**src/rtl/axi_rr_arbiter.sv**
```systemverilog
// Round-robin valid/ready arbiter that merges NumIn channels onto one stream, holding a stalled beat stable.
// Optional flush port and logic are enabled by defining AXI_RR_ARB_FLUSH_EN.
module axi_rr_arbiter #(
  parameter int unsigned NumIn = 4,
  parameter type         T     = logic,
  localparam int unsigned IdxW = (NumIn > 1) ? $clog2(NumIn) : 1
) (
  input  logic                 clk_i,
  input  logic                 rst_ni,
`ifdef AXI_RR_ARB_FLUSH_EN
  input  logic                 flush_i,
`endif
  input  logic [NumIn-1:0]     req_i,
  output logic [NumIn-1:0]     gnt_o,
  input  T     [NumIn-1:0]     data_i,
  output logic                 req_o,
  input  logic                 gnt_i,
  output T                     data_o,
  output logic [IdxW-1:0]      idx_o
);

  logic [IdxW-1:0] rr_q;
  logic            lock_q;
  logic [IdxW-1:0] lock_idx_q;
  logic [IdxW-1:0] sel_idx;
  logic [IdxW-1:0] rr_next;
  logic            flush;

`ifdef AXI_RR_ARB_FLUSH_EN
  assign flush = flush_i;
`else
  assign flush = 1'b0;
`endif

  // First requester found scanning upward from ptr, wrapping at NumIn (not at 2**IdxW).
  function automatic logic [IdxW-1:0] rr_pick(input logic [NumIn-1:0] req,
                                              input logic [IdxW-1:0]  ptr);
    logic            found;
    int              j;
    logic [IdxW-1:0] jj;
    rr_pick = '0;
    found   = 1'b0;
    for (int k = 0; k < int'(NumIn); k++) begin
      j = int'(ptr) + k;
      if (j >= int'(NumIn)) j = j - int'(NumIn);
      jj = IdxW'(j);
      if (!found && req[jj]) begin
        found   = 1'b1;
        rr_pick = jj;
      end
    end
  endfunction

  always_comb begin
    sel_idx = rr_pick(req_i, rr_q);
    req_o   = |req_i;
    // A stalled beat stays pinned to its source until it handshakes or is withdrawn.
    if (lock_q) begin
      sel_idx = lock_idx_q;
      req_o   = req_i[lock_idx_q];
    end
    idx_o  = req_o ? sel_idx : '0;
    data_o = req_o ? data_i[idx_o] : '0;
  end

  for (genvar g = 0; g < int'(NumIn); g++) begin : g_gnt
    assign gnt_o[g] = gnt_i & req_o & (idx_o == IdxW'(g));
  end

  assign rr_next = (idx_o == IdxW'(NumIn - 1)) ? '0 : idx_o + IdxW'(1);

  always_ff @(posedge clk_i or negedge rst_ni) begin
    if (!rst_ni) begin
      rr_q       <= '0;
      lock_q     <= 1'b0;
      lock_idx_q <= '0;
    end else if (flush) begin
      rr_q   <= '0;
      lock_q <= 1'b0;
    end else if (req_o && gnt_i) begin
      rr_q   <= rr_next;
      lock_q <= 1'b0;
    end else if (req_o) begin
      lock_q     <= 1'b1;
      lock_idx_q <= idx_o;
    end else begin
      // Nothing offered, or the locked source withdrew its request.
      lock_q <= 1'b0;
    end
  end

endmodule

```
**config.mk**
```make
export PLATFORM = sky130hd
export DESIGN_NAME = axi_rr_arbiter
export DESIGN_NICKNAME = d
export VERILOG_FILES = /design/src/rtl/axi_rr_arbiter.sv
export SDC_FILE = /design/constraint.sdc
export NUM_CORES = 1
export LEC_CHECK = 0
export BUFFER_PORTS_ARGS = -buffer_cell sky130_fd_sc_hd__buf_2
export CORE_AREA = 2 2 39 41
export DETAILED_ROUTE_END_ITERATION = 12
export DIE_AREA = 0 0 41 43
export PLACE_DENSITY = 0.64
export SETUP_SLACK_MARGIN = 0.3
export SYNTH_ARGS = -nofsm -noshare
export SYNTH_HDL_FRONTEND = slang
export SYNTH_SLANG_ARGS = --single-unit
```
**constraint.sdc**
```tcl
create_clock -name clk_i -period 3.9 [get_ports clk_i]
set_input_delay 1.17 -clock clk_i [delete_from_list [all_inputs] [get_ports clk_i]]
set_output_delay 1.17 -clock clk_i [all_outputs]
set_load 0.03 [all_outputs]
```
==> metrics <==
Synth Net Count 72; Final Skew 3.30 ps; final antenna-violating net count 0; sequential cell area fraction in the yosys report 24.9%; Area growth, synth to finish 93.5%; fraction of registers with async set or reset after synthesis 100%; iteration count of the initial detailed-routing pass 4; final layout net count 108; Critical-path top delay cell sky130_fd_sc_hd__a221o_1; vias in the first global route 515; pin count of the biggest net entering global routing 9; placeable core area 1380 sq um; Layout fillers 105; worst rel slew slack 69.7%; Clock Latency Late Sink 240 ps; CTS root buf sky130_fd_sc_hd__clkbuf_4; cells traversed along the worst timing path buf_8 -> a21boi_2 -> a2bb2oi_1 -> a221o_1 -> o221ai_4 -> inv_4 -> ha_4 -> and3_4 -> buf_6; fraction of final layout cells with drive strength greater than 1 60.9%; Die Width 41 microns; placed insts 92; maximum buffer depth of the clock tree 2; Max Cap Violations 0; global-route wire length before repair 2120 microns; count of input and output buffers 18; GR Overflow Total 0; Slew @ Worst Pin 453 ps; number of antenna violations at the first check in global routing 0; Largest stage delay, worst path 370 ps; unrepaired setup endpoints after global routing true; starting density of the core 36.3%; Worst EP required 2730 ps; final HPWL from detailed placement 969 microns; count of cells along the worst register-to-register path 7; utilization of the core after routing 70.2%; H-tree level count 1; crit path capture type output port; hold path cells 1; crit path time final 3790 ps; cts bufs inserted 3; post-route non-filler standard cell count 108; final-layout worst hold slack 581 ps; critical-path maximum fanout 4; dominant synthesized flop cell sky130_fd_sc_hd__dfrtp_1; GP Congestion 0.681; synth warn 0; total number of clock tree sinks 5; global routing usage on met3 3.14%; Syn Area/Cell 8.80 sq um; pwr dens 613 nW/um^2; row cnt 14; TritonCTS clock tree yes; area of combinational cells with multiple inputs 469 sq um; VDD IR max 0.000365 V; die extent in y 43 microns; number of DRC markers after the initial detailed-route iteration 5; DRC viols 0; clock transition at the registers of the reported paths 40 ps; Crit Path Class in -> out; status completed; met2 Resource Use GR 30.3%; number of different library cells in the post-synthesis netlist 27; post-synth design cell area 502 sq um; Sum Neg Setup Slack 0 ps; antenna cells 0; global-route met1 utilization 20.6%; post-synthesis sequential element count 5; endpoints failing hold 0; Mapped Cells 57; startpoint class of the critical path primary input; Overall Power 0.000595 W; busiest grt layer met2; average routed wire per standard cell 13.2 microns; Slew Limit Fails 0; arrival time at the worst endpoint 2620 ps; EDFF count, synth 0; period utilization 97.1%; static leakage 0.433 nW; combined flip-flop and latch cell area 125 sq um; Post-CTS Hold Fix Bufs 0; Final setup violation count 0; global routing usage summed across all routing layers 17.4%; die area 1760 sq um; Fmax achieved 0.264 GHz; IO Count 19; post-detailed-routing wire length 1420 microns; overall via count from detail_route 549; worst hold-check path type reg -> reg; drt via density 5.08
-- per-stage QoR --
step	setup WS (ps)	instance area, sq um
floorplan	266	582
global placement	41.8	698
detailed placement	3.42	698
CTS	67.0	876
global route	51.4	971
finish	114	971
-- timing repair --
| action | CTS | global route |
|---|---|---|
| buffers inserted | 7 | 5 |
| endpoints found under the setup margin | 5 | 8 |
| pin swaps | 6 | 4 |
| resized for setup | 26 | 12 |
-- state kept, by name (all words and copies together), names as in the netlist --
| register | count |
|---|---|
| lock_idx_q | 2 |
| rr_q | 2 |
| lock_q | 1 |
-- layer usage --
| metal | wire length (microns) | part of all wire [%] |
|---|---|---|
| met5 | 0 | 0 |
| met4 | 0 | 0 |
| met3 | 32 | 2.2 |
| met2 | 819 | 58 |
| met1 | 570 | 40 |
-- cell type report --
type / instances / share of cell area, %
inverters: 6 / 3.09
flip-flops and latches: 5 / 12.9
repair buffers: 33 / 30.9
multi-input cells: 44 / 48.3
well taps: 16 / 2.06
clock buffers: 4 / 2.71
-- layout by cell type, fill, tap and decap left out, drive strengths merged --
cell type,n
a31oi,2
a21boi,1
o31ai,2
nand2,8
mux2,2
nor3,1
mux2i,1
o41ai,1
a2bb2oi,1
clkbuf,4
nand4b,2
a221o,1
nor2,1
buf,33
inv,6
o211a,1
maj3,1
o22ai,2
ha,4
dfrtp,5
nor3b,1
and3,4
o21ai,6
nor2b,1
o221ai,1
-- Yosys cell counts (all sizes together), types with 2 or more instances --
cell type	instances	area (sq um)
buf	2	16.3
mux2	2	22.5
a31oi	2	12.5
nand4b	2	17.5
dfrtp	5	125
and3	4	25.0
o31ai	2	20.0
o22ai	2	12.5
o21ai	6	30.0
ha	4	50.1
nand2	8	30.0
inv	6	22.5
-- power by group --
part / total, W / internal [W] / switching (W) / leakage, nW
Sequential: 0.000118 / 0.0000737 / 0.0000439 / 0.0614
Clock: 0.0000577 / 0.0000386 / 0.0000191 / 0.0150
Combinational: 0.000419 / 0.000203 / 0.000216 / 0.356
-- final timing paths --
path / startpoint / to / slack [ps]
max: req_i[2] / gnt_o[3] / 110
min: lock_idx_q[1] / lock_idx_q[1] / 580
max reg2reg: lock_q / rr_q[0] / 1900
min reg2reg: lock_idx_q[1] / lock_idx_q[1] / 580
max in group asynchronous: rst_ni / lock_q / 3040
min in group asynchronous: rst_ni / rr_q[0] / 730
-- kinds of logic (layout without fill, tap and decap cells) --
kind of cell    count (synthesis)  after routing  synth area share, %
simple gates                   18             18                 20.4
compound gates                 18             18                 28.4
buf+inv                         8             43                 7.73
fa+ha+maj                       5              5                 12.0
flops                           5              5                 24.9
mux                             3              3                 6.48
-- critical path: cells and delay by family --
| kind | cells | cell delay, ps |
|---|---|---|
| adder cells (fa/ha/maj) | 1 | 170 |
| AND/OR/NAND/NOR | 1 | 160 |
| buffers and inverters | 3 | 320 |
| AO/OA/AOI/OAI | 4 | 790 |
Power figures use the tool's default switching activity.
